$ cat config.mk
export PLATFORM = sky130hd
export DESIGN_NAME = regfile_sb
export DESIGN_NICKNAME = d
export VERILOG_FILES = /design/src/rtl/regfile_sb.sv
export SDC_FILE = /design/constraint.sdc
export NUM_CORES = 1
export LEC_CHECK = 0
export CORE_MARGIN = 3
export CORE_UTILIZATION = 51
export CTS_CLUSTER_SIZE = 40
export DETAILED_ROUTE_END_ITERATION = 6
export GPL_ROUTABILITY_DRIVEN = 0
export PLACE_DENSITY = 0.68
export SETUP_SLACK_MARGIN = 0.1
export SLEW_MARGIN = 5
export SYNTH_ARGS = -nofsm -noshare
export SYNTH_HDL_FRONTEND = slang
export SYNTH_SLANG_ARGS = --single-unit
export TNS_END_PERCENT = 30
$ cat constraint.sdc
create_clock -name clk -period 4.2 [get_ports clk]
set_input_delay 0.42 -clock clk [delete_from_list [all_inputs] [get_ports clk]]
set_output_delay 0.42 -clock clk [all_outputs]
set_load 0.005 [all_outputs]
$ cat src/rtl/regfile_sb.sv
// Register file with one write port, two combinational read ports with write bypass,
// and a per-entry busy scoreboard tracking outstanding destinations between issue and writeback.
module regfile_sb #(
   parameter int WIDTH    = 16,
   parameter int ADDR_W   = 4,
   parameter int ZERO_REG = 0,
   parameter int BYPASS   = 1
) (
   input  logic              clk,
   input  logic              rst,
   input  logic [ADDR_W-1:0] rd_addr1,
   output logic [WIDTH-1:0]  rd_data1,
   output logic              rd_ready1,
   input  logic [ADDR_W-1:0] rd_addr2,
   output logic [WIDTH-1:0]  rd_data2,
   output logic              rd_ready2,
   input  logic              wr_en,
   input  logic [ADDR_W-1:0] wr_addr,
   input  logic [WIDTH-1:0]  wr_data,
   input  logic              issue_en,
   input  logic [ADDR_W-1:0] issue_addr,
   output logic              issue_ok,
   output logic [ADDR_W:0]   busy_cnt
);

   localparam int DEPTH = 2 ** ADDR_W;

   logic [WIDTH-1:0]  mem_view [DEPTH];
   logic [DEPTH-1:0]  busy_view;
   logic [ADDR_W:0]   busy_cnt_reg;
   logic [ADDR_W:0]   busy_cnt_next;
   logic              issue_zero;
   logic              issue_ok_int;
   logic              do_set;
   logic              do_clr;
   logic              cnt_inc;
   logic              cnt_dec;
   logic [ADDR_W-1:0] rd_addr_arr [2];

   assign issue_zero   = (ZERO_REG != 0) && (issue_addr == '0);
   assign issue_ok_int = !issue_en || !busy_view[issue_addr] ||
                         (wr_en && (wr_addr == issue_addr)) || issue_zero;
   assign do_set       = issue_en && issue_ok_int && !issue_zero;
   // A writeback to the entry being claimed this cycle does not release it.
   assign do_clr       = wr_en && !(do_set && (issue_addr == wr_addr));

   assign issue_ok = issue_ok_int || !rst;

   genvar gi;
   generate
      for (gi = 0; gi < DEPTH; gi++) begin : g_entry
         localparam logic [ADDR_W-1:0] ENTRY   = ADDR_W'(gi);
         localparam bit                IS_ZERO = (ZERO_REG != 0) && (gi == 0);

         logic [WIDTH-1:0] data_reg;
         logic             busy_reg;

         always_ff @(posedge clk or negedge rst) begin
            if (!rst) begin
               data_reg <= '0;
            end else if (wr_en && (wr_addr == ENTRY) && !IS_ZERO) begin
               data_reg <= wr_data;
            end
         end

         always_ff @(posedge clk or negedge rst) begin
            if (!rst) begin
               busy_reg <= 1'b0;
            end else if (do_set && (issue_addr == ENTRY) && !IS_ZERO) begin
               busy_reg <= 1'b1;
            end else if (wr_en && (wr_addr == ENTRY)) begin
               busy_reg <= 1'b0;
            end
         end

         assign mem_view[gi]  = data_reg;
         assign busy_view[gi] = busy_reg;
      end
   endgenerate

   // Count only real transitions so the counter always equals the number of busy bits.
   assign cnt_inc       = do_set && !busy_view[issue_addr];
   assign cnt_dec       = do_clr && busy_view[wr_addr];
   assign busy_cnt_next = busy_cnt_reg + {{ADDR_W{1'b0}}, cnt_inc} - {{ADDR_W{1'b0}}, cnt_dec};

   always_ff @(posedge clk or negedge rst) begin
      if (!rst) begin
         busy_cnt_reg <= '0;
      end else begin
         busy_cnt_reg <= busy_cnt_next;
      end
   end

   assign busy_cnt = busy_cnt_reg;

   assign rd_addr_arr[0] = rd_addr1;
   assign rd_addr_arr[1] = rd_addr2;

   generate
      for (gi = 0; gi < 2; gi++) begin : g_rd
         logic             zero_hit;
         logic             wr_hit;
         logic [WIDTH-1:0] port_data;
         logic             port_ready;

         assign zero_hit = (ZERO_REG != 0) && (rd_addr_arr[gi] == '0);
         assign wr_hit   = (BYPASS != 0) && wr_en && (wr_addr == rd_addr_arr[gi]);

         always_comb begin
            port_data  = mem_view[rd_addr_arr[gi]];
            port_ready = zero_hit || !busy_view[rd_addr_arr[gi]] || wr_hit;
            if (wr_hit) begin
               port_data = wr_data;
            end
            // Reset must also mask the bypass path, not just the cleared storage.
            if (zero_hit || !rst) begin
               port_data = '0;
            end
            if (!rst) begin
               port_ready = 1'b1;
            end
         end
      end
   endgenerate

   assign rd_data1  = g_rd[0].port_data;
   assign rd_ready1 = g_rd[0].port_ready;
   assign rd_data2  = g_rd[1].port_data;
   assign rd_ready2 = g_rd[1].port_ready;

endmodule

==> results.toml, run 1 <==
[sta]
final.setup.tns_ns = 0
rsz0062_at_grt = "false"
fmax_mhz = 271
setup_violations = 0
period_share = 0.880
max_slew_margin = 0.303
tightest_slew_ns = 1.05
slew_violations = 0
final-hold-violation-count = 0
fin_skew_ns = 0.0145
finalCriticalPeriod_ns = 3.70
hold_ws_ns = 0.252

[global_routing]
grt_overflow = 0
grt_max_degree = 80
antenna_found_initial = 3
grt_pass1_wl_mm = 65.6
grt_pass1_vias = 10429
grt_usage = 0.263

[cells_and_area]
drive_gt1_frac = 0.467
nets = 1137
num-fill-cells = 2315
area_delta_synth_final_pct = 14.5
largest_register_ffs = 256

[power]
ir_drop_mv = 0.274
leakagePower_uw = 0.00728
p_per_area_mw_per_mm2 = 492

[die]
initial_utilization = 0.519
die-area_mm2 = 0.0324
core_area_mm2 = 0.0297
die_w_um = 180
rows = 63
ioPinCount = 76
die_h_um = 180

[clocking]
cts_resized = 0
insertion_delay_ns = 0.56
post_cts_buffers = 0
root_buffer = "clkbuf_16"
htree_levels = 1
cts_tree = "done"
clkSinkCount = 277
clock_path_buffers = 3
numCtsBuffers = 31
clk_pin_slew_ns = 0.06

[hold_path]
worstHoldPathType = "in2async"

[flow_run]
maxCapViolations = 0

[synth]
yosysSeqAreaShare = 0.449
syn_inst = 1037
synth_cell_types = 42
ys.warnings.count = 0
synth_edf_count = 0
async_flop_share = 1.00
syn-num-nets = 1079
synth-seq-cells = 277
syn_area_mm2 = 0.0154
syn_avg_cell_area_um2 = 14.9
synth_ff_type = "dfrtp_1"

[placement]
post-dp-hpwl_mm = 26.3
numPortBuffers = 75

[route]
drc_errors = 0
drt-pass1-iter-count = 5
drtIter0Drc = 1174
via_count = 10040
routed_wl_mm = 42.5
drtAntennaViolNets = 0
via_per_inst = 6.65
wl_per_cell_um = 28.2

[setup_path]
end_kind = "primary output"
critPathLaunchType = "primary input"
arrival_ns = 3.28
worstSetupPathType = "in2out"
required_ns = 3.78
cp_max_fo = 11

[outcome]
outcome = "completed"
==> worst paths after layout <==
| check | from | to | slack, ns | cells past startpoint |
|---|---|---|---|---|
| max | wr_addr[1] | rd_data2[4] | 0.50 | 8 |
| min in group clk | busy_cnt[0] | busy_cnt[0] | 0.51 | 1 |
| min | rst | g_entry[0].data_reg[4] | 0.25 | 2 |
| max in group asynchronous | rst | g_entry[4].data_reg[9] | 1.86 | 4 |
| min reg2reg | busy_cnt[0] | busy_cnt[0] | 0.51 | 1 |
| max reg2reg | g_entry[11].busy_reg | busy_cnt[4] | 1.11 | 12 |
==> power breakdown <==
part | internal [µW] | total [µW] | switching [µW]
logic | 1420 | 2250 | 828
clock network | 1570 | 2640 | 1070
registers | 3320 | 3800 | 479
==> cell usage after synthesis, drive strengths merged, types with 4 or more instances <==
| master | n | share of area |
|---|---|---|
| nor2b | 5 | 0.0020 |
| buf | 63 | 0.024 |
| a22o | 32 | 0.018 |
| nand3b | 5 | 0.0037 |
| a22oi | 64 | 0.031 |
| dfrtp | 277 | 0.45 |
| xnor2 | 4 | 0.0023 |
| a211oi | 4 | 0.0019 |
| nand2b | 8 | 0.0032 |
| o21ai | 9 | 0.0029 |
| mux4 | 148 | 0.22 |
| xor2 | 12 | 0.0068 |
| nor2 | 12 | 0.0042 |
| ha | 5 | 0.0041 |
| clkbuf | 37 | 0.0091 |
| nand2 | 45 | 0.011 |
| mux2 | 256 | 0.19 |
| inv | 14 | 0.0034 |
| o31ai | 11 | 0.0054 |
| o41ai | 4 | 0.0023 |
==> through the flow <==
stage                util  setup slack, ns  instances  area, µm²  total power (µW)
floorplan               -             1.04       1037      15400              5350
finish              0.594            0.504       1509      17700              8690
detailed placement  0.560            0.286       1451      16700              6080
global route        0.594            0.348       1509      17700              9140
CTS                 0.594            0.542       1508      17700              8750
global placement    0.560            0.347       1451      16700              5990
==> cells in the final DEF, fill, tap and decap left out, drive strengths merged, types with 3 or more instances in the layout <==
cell type / instances
buf: 54
and3: 3
clkinv: 5
nor4: 3
clkdlybuf4s50: 70
mux2: 256
nand2: 45
nand3b: 5
mux4: 148
dfrtp: 277
a211oi: 4
o21ai: 9
o31ai: 11
nor2b: 5
ha: 5
xor2: 12
a22oi: 64
nor2: 12
a22o: 32
inv: 15
nand2b: 8
clkbuf: 49
xnor2: 4
o41ai: 4
==> routing by layer <==
| layer | global-route usage | routed length (µm) | up-vias |
|---|---|---|---|
| met1 | 0.376 | 17700 | 5330 |
| li1 | - | - | 4178 |
| met3 | 0.0577 | 3520 | 84 |
| met5 | 0 | 23 | - |
| met4 | 0.0727 | 1140 | 4 |
| met2 | 0.411 | 20100 | 444 |
==> worst max-delay path, stage by stage <==
cell             delay (ns)
clkdlybuf4s50_1        0.57
buf_4                  0.25
xor2_1                 0.16
nor4_1                 0.44
and3_1                 0.43
buf_12                 0.21
a22o_1                 0.25
clkdlybuf4s50_1        0.54
==> cell families (layout without fill, tap and decap cells) <==
kind of cell / after synthesis / count (layout) / share of synthesized area
xor gates and xnor gates: 16 / 16 / 0.00909
buffers and inverters: 114 / 195 / 0.0366
AOI/OAI and AO/OA: 131 / 131 / 0.0650
and+or+nand+nor: 89 / 89 / 0.0314
DFF: 277 / 277 / 0.449
muxes: 404 / 404 / 0.403
other: 0 / 1 / 0
adders and majority gates: 6 / 6 / 0.00536
==> final cells by class <==
class	instances	area, µm²	share of cell area
Multi-Input combinational cell	646	7950	0.450
Sequential cell	277	6930	0.392
Timing Repair Buffer	125	1240	0.0700
Clock buffer	49	933	0.0529
Tap cell	390	488	0.0276
Clock inverter	7	63.8	0.00361
Inverter	14	52.6	0.00298
Antenna cell	1	2.50	0.000142
==> what timing repair did <==
action | CTS | global route
setup endpoints to repair | 0 | 0
endpoints found under the hold margin | 6 | 0
hold buffers | 1 | 0
Power figures use the tool's default switching activity.
==> inputs of run 2 (changes only) <==
==> config.mk (replaced) <==
export PLATFORM = sky130hd
export DESIGN_NAME = regfile_sb
export DESIGN_NICKNAME = d
export VERILOG_FILES = /design/src/rtl/regfile_sb.sv
export SDC_FILE = /design/constraint.sdc
export NUM_CORES = 1
export LEC_CHECK = 0
export CORE_UTILIZATION = 50
export CTS_CLUSTER_SIZE = 40
export DETAILED_ROUTE_END_ITERATION = 6
export GPL_ROUTABILITY_DRIVEN = 0
export PLACE_DENSITY = 0.67
export SETUP_SLACK_MARGIN = 0.1
export SYNTH_ARGS = -nofsm -noshare
export SYNTH_HDL_FRONTEND = slang
export SYNTH_SLANG_ARGS = --single-unit
export TNS_END_PERCENT = 30
==> run 2 against run 1 <==
  * Register-to-register slack better by 0.03 ns
  * Clock-buffer cell count down 3
  * Critical path depth unchanged
  * First-iteration DRC count down 25%
  * Cell area down 0.23%
  * Sequential power about the same
  * Clock skew down 0.0019 ns
  * Fmax up 2.8%
  * Critical path type unchanged
  * Critical endpoint unchanged
  * Largest power group unchanged
==> results.toml, run 2 (synthesis gave the netlist of run 1 again) <==
[outcome]
outcome = "completed"

[setup_path]
reg2reg_slack_ns = 1.14
regToRegEndpoint = "busy_cnt[4]"
critical-path-top-delay-family = "buffers and inverters"
worstSetupPathType = "in2out"
end_kind = "primary output"
worst-path-buf-inv = 4
critPathLaunchType = "primary input"
arrival_ns = 3.18
cp_max_fo = 10
cp_slowest_cell = "clkdlybuf4s50_1"
cpPeakStageDelay_ns = 0.64
path_cells = "clkdlybuf4s50_1 -> buf_4 -> xor2_1 -> nor4_1 -> a21boi_2 -> buf_4 -> a22o_1 -> clkdlybuf4s50_1"
required_ns = 3.78
reg2reg_depth = 12
reg2reg_from = "g_entry[7].busy_reg"

[route]
wl_per_cell_um = 28.6
drt-pass1-iter-count = 5
drtAntennaViolNets = 0
via_per_inst = 6.72
drc_errors = 0
drtIter0Drc = 883
via_count = 10115
routed_wl_mm = 43.0

[global_routing]
grt_pass1_wl_mm = 66.1
grt_usage = 0.287
grt_pass1_vias = 10492
grt_overflow = 0
grt_max_degree = 162
antenna_found_initial = 1

[cells_and_area]
area_delta_synth_final_pct = 14.3
layout_common_cells = "dfrtp_1 (277), mux2_2 (249), mux4_2 (148)"
largest_register_ffs = 256
final_common_cell = "dfrtp_1"
fin_util = 0.588
drive_gt1_frac = 0.469
nets = 1139

[clocking]
clkSinkCount = 277
insertion_delay_ns = 0.56
root_buffer = "clkbuf_16"
post_cts_buffers = 0
numCtsBuffers = 31
clock_path_buffers = 3
cts_tree = "done"
clk_pin_slew_ns = 0.06
htree_levels = 1

[die]
initial_utilization = 0.515
rows = 63
die_w_um = 178
ioPinCount = 76
core_area_mm2 = 0.0300
die_h_um = 178
die-area_mm2 = 0.0315

[sta]
final.setup.tns_ns = 0
fin_skew_ns = 0.0126
finalCriticalPeriod_ns = 3.60
slew_violations = 0
period_share = 0.856
setup_violations = 0
max_slew_margin = 0.334
rsz0062_at_grt = "false"
tightest_slew_ns = 0.999
fmax_mhz = 278
final-hold-violation-count = 0

[power]
leakagePower_uw = 0.00727
p_per_area_mw_per_mm2 = 491
ir_drop_mv = 0.299

[flow_run]
maxCapViolations = 0

[hold_path]
worstHoldPathType = "in2async"

[placement]
post-dp-hpwl_mm = 26.6
numPortBuffers = 75
[run 2: changes by cell type in the layout (fill, tap and decap cells not counted), sizes merged]
cell,previous run,this run
buf,54,56
clkbuf,49,46
clkinv,5,2
[run 2: worst register-to-register path, stage by stage, from the launching register on]
cell,delay (ns)
dfrtp_1,0.44
mux4_2,0.50
mux4_2,0.47
nand2b_1,0.16
ha_1,0.29
inv_1,0.05
ha_1,0.16
inv_1,0.06
fa_1,0.42
inv_1,0.07
a21o_1,0.11
a21oi_1,0.08
xnor2_1,0.12
[run 2: routing by layer]
metal | part of all wire | wire (µm) | global-route usage
met1 | 0.42 | 18200 | 0.412
met2 | 0.47 | 20200 | 0.448
met4 | 0.031 | 1350 | 0.0890
met3 | 0.075 | 3230 | 0.0491
met5 | 0 | 0 | 0
[run 2: worst max-delay path by stage]
stage / slack (ns) / start / cells after the start / to
final: 0.60 / wr_addr[1] / 8 / rd_data2[4]
after global routing: 0.48 / wr_addr[0] / 8 / rd_data2[14]
after CTS: 0.62 / wr_addr[0] / 8 / rd_data2[14]
after detailed placement: 0.29 / issue_addr[0] / 13 / busy_cnt[4]
after global placement: 0.34 / issue_addr[0] / 13 / busy_cnt[4]
after floorplan: 1.04 / issue_addr[0] / 13 / busy_cnt[4]
[run 2: cell type report]
cell class / instances / area [µm²]
Multi-Input combinational cell: 646 / 7960
Antenna cell: 1 / 2.50
Fill cell: 2369 / 12300
Clock inverter: 4 / 48.8
Timing Repair Buffer: 127 / 1230
Inverter: 14 / 52.6
Clock buffer: 46 / 912
Sequential cell: 277 / 6930
Tap cell: 390 / 488
[run 2: what timing repair did]
| action | in CTS | in global routing |
|---|---|---|
| resized for setup | 0 | 0 |
| hold buffers | 1 | 0 |
| endpoints found under the hold margin | 37 | 0 |
| endpoints found under the setup margin | 0 | 0 |
[run 2: per-stage QoR]
stage | setup slack [ns] | instances | total power (µW) | area (µm²) | hold slack [ns]
detailed placement | 0.295 | 1453 | 6080 | 16600 | 0.329
global route | 0.481 | 1504 | 9080 | 17600 | 0.383
CTS | 0.616 | 1504 | 8690 | 17600 | 0.357
floorplan | 1.04 | 1037 | 5350 | 15400 | 0.124
global placement | 0.340 | 1453 | 5980 | 16600 | 0.330
finish | 0.603 | 1505 | 8660 | 17600 | 0.338
[run 2: power by group]
part / internal (µW) / switching, µW / total, µW
clock: 1540 / 1070 / 2610
combinational: 1420 / 829 / 2250
sequential: 3320 / 480 / 3800
==> inputs of run 3 (changes only) <==
--- a/config.mk
+++ b/config.mk
@@ -5,11 +5,11 @@
 export SDC_FILE = /design/constraint.sdc
 export NUM_CORES = 1
 export LEC_CHECK = 0
-export CORE_UTILIZATION = 50
+export CORE_UTILIZATION = 60
 export CTS_CLUSTER_SIZE = 40
 export DETAILED_ROUTE_END_ITERATION = 6
 export GPL_ROUTABILITY_DRIVEN = 0
-export PLACE_DENSITY = 0.67
+export PLACE_DENSITY = 0.78
 export SETUP_SLACK_MARGIN = 0.1
 export SYNTH_ARGS = -nofsm -noshare
 export SYNTH_HDL_FRONTEND = slang
==> run 3 against run 2 <==
  * Total power increased by 0.51%
  * Clock-buffer cell count decreased by 1
  * Global-route usage increased by 4.6 points
  * Worst hold slack improved by 0.022 ns
  * Cell area decreased by 0.21%
  * Fmax decreased by 2.5%
  * Register-to-register slack got worse by 0.03 ns
  * Sequential power about the same
==> results.toml, run 3 (synthesis gave the netlist of run 1 again) <==
[global_routing]
grt_overflow = 0
grt_pass1_vias = 10789
antenna_found_initial = 1
grt_pass1_wl_mm = 64.9
grt_usage = 0.333
grt_max_degree = 177

[setup_path]
required_ns = 3.78
cp_max_fo = 13
critPathLaunchType = "primary input"
arrival_ns = 3.27
worstSetupPathType = "in2out"
end_kind = "primary output"
reg2reg_depth = 12

[sta]
setup_violations = 0
tightest_slew_ns = 1.02
fmax_mhz = 271
fin_skew_ns = 0.0179
period_share = 0.878
final.setup.tns_ns = 0
max_slew_margin = 0.319
fin_ws_ns = 0.513
finalCriticalPeriod_ns = 3.69
rsz0062_at_grt = "false"
slew_violations = 0
final-hold-violation-count = 0

[route]
drt-pass1-iter-count = 5
via_per_inst = 7.05
drc_errors = 0
via_count = 10174
wl_per_cell_um = 28.6
drtAntennaViolNets = 0
routed_wl_mm = 41.3
drtIter0Drc = 1012

[clocking]
htree_levels = 1
cts_tree = "done"
insertion_delay_ns = 0.56
holdBufCountCts = 1
clock_path_buffers = 3
cts_resized = 0
clkSinkCount = 277
clk_pin_slew_ns = 0.06
numCtsBuffers = 30
post_cts_buffers = 0
root_buffer = "clkbuf_16"

[power]
p_per_area_mw_per_mm2 = 495
ir_drop_mv = 0.332
leakagePower_uw = 0.00726
fin_total_pwr_uw = 8700

[die]
die_w_um = 162
die-area_mm2 = 0.0263
ioPinCount = 76
initial_utilization = 0.612
rows = 58
core_area_mm2 = 0.0252
die_h_um = 162

[outcome]
outcome = "completed"

[cells_and_area]
drive_gt1_frac = 0.463
final_common_cell = "dfrtp_1"
area_delta_synth_final_pct = 14.0
largest_register_ffs = 256
num-fill-cells = 1664
stdcell_area_mm2 = 0.0176
nets = 1132
layout_common_cells = "dfrtp_1 (277), mux2_2 (249), mux4_2 (148)"

[placement]
preCtsSetupSlack_ns = 0.301
post-dp-hpwl_mm = 25.4
numPortBuffers = 75
placed_area_mm2 = 0.0166

[hold_path]
worstHoldPathType = "in2async"

[flow_run]
maxCapViolations = 0
## run 3: changes by cell type in the layout (fill, tap and decap cells not counted), moves of 2 or more
cell,delta
buf_12,+6
nor2_2,-2
nand2b_1,+2
nor2_1,+2
buf_2,+2
clkbuf_8,-2
nand2b_2,-2
clkinv_2,+3
buf_4,-14
## run 3: final timing paths
kind | start | to | slack, ns
hold / removal | rst | g_entry[6].busy_reg | 0.36
hold reg to reg | g_entry[1].data_reg[7] | g_entry[1].data_reg[7] | 0.52
setup / recovery | wr_addr[1] | rd_data2[5] | 0.51
max in group asynchronous | rst | g_entry[8].data_reg[5] | 2.58
min in group clk | g_entry[1].data_reg[7] | g_entry[1].data_reg[7] | 0.52
setup reg to reg | g_entry[4].busy_reg | busy_cnt[4] | 1.11
## run 3: power by group
part | internal (µW) | switching [µW] | total (µW)
Combinational | 1420 | 837 | 2260
Clock | 1570 | 1060 | 2630
Sequential | 3320 | 491 | 3810
## run 3: metrics by stage
step / utilization / hold slack [ns] / instances
finish: 0.698 / 0.360 / 1443
global route: 0.698 / 0.372 / 1441
CTS: 0.698 / 0.359 / 1441
detailed placement: 0.659 / 0.338 / 1387
global placement: 0.659 / 0.335 / 1387
floorplan: - / 0.124 / 1037
## run 3: area by class of cell
cell class              instances  area [µm²]  area share
well taps                     330         413      0.0235
clock inverters                 8        92.6     0.00527
repair buffers                121        1250      0.0712
flip-flops and latches        277        6930       0.394
inverters                      14        52.6     0.00299
multi-input cells             646        7950       0.452
diodes                          2        5.00    0.000285
clock buffers                  45         888      0.0505
## run 3: metal layers
layer | vias to the layer above | GRT usage | share of wire
li1 | 4159 | - | -
met1 | 5311 | 0.457 | 0.39
met2 | 566 | 0.510 | 0.47
met3 | 138 | 0.0789 | 0.097
met4 | 0 | 0.152 | 0.044
met5 | - | 0 | 0
## run 3: worst max-delay path: stages
cell             delay (ns)
clkdlybuf4s50_1        0.70
xor2_1                 0.28
nor4_1                 0.48
and3_1                 0.45
buf_12                 0.22
a22o_1                 0.18
clkdlybuf4s50_1        0.52
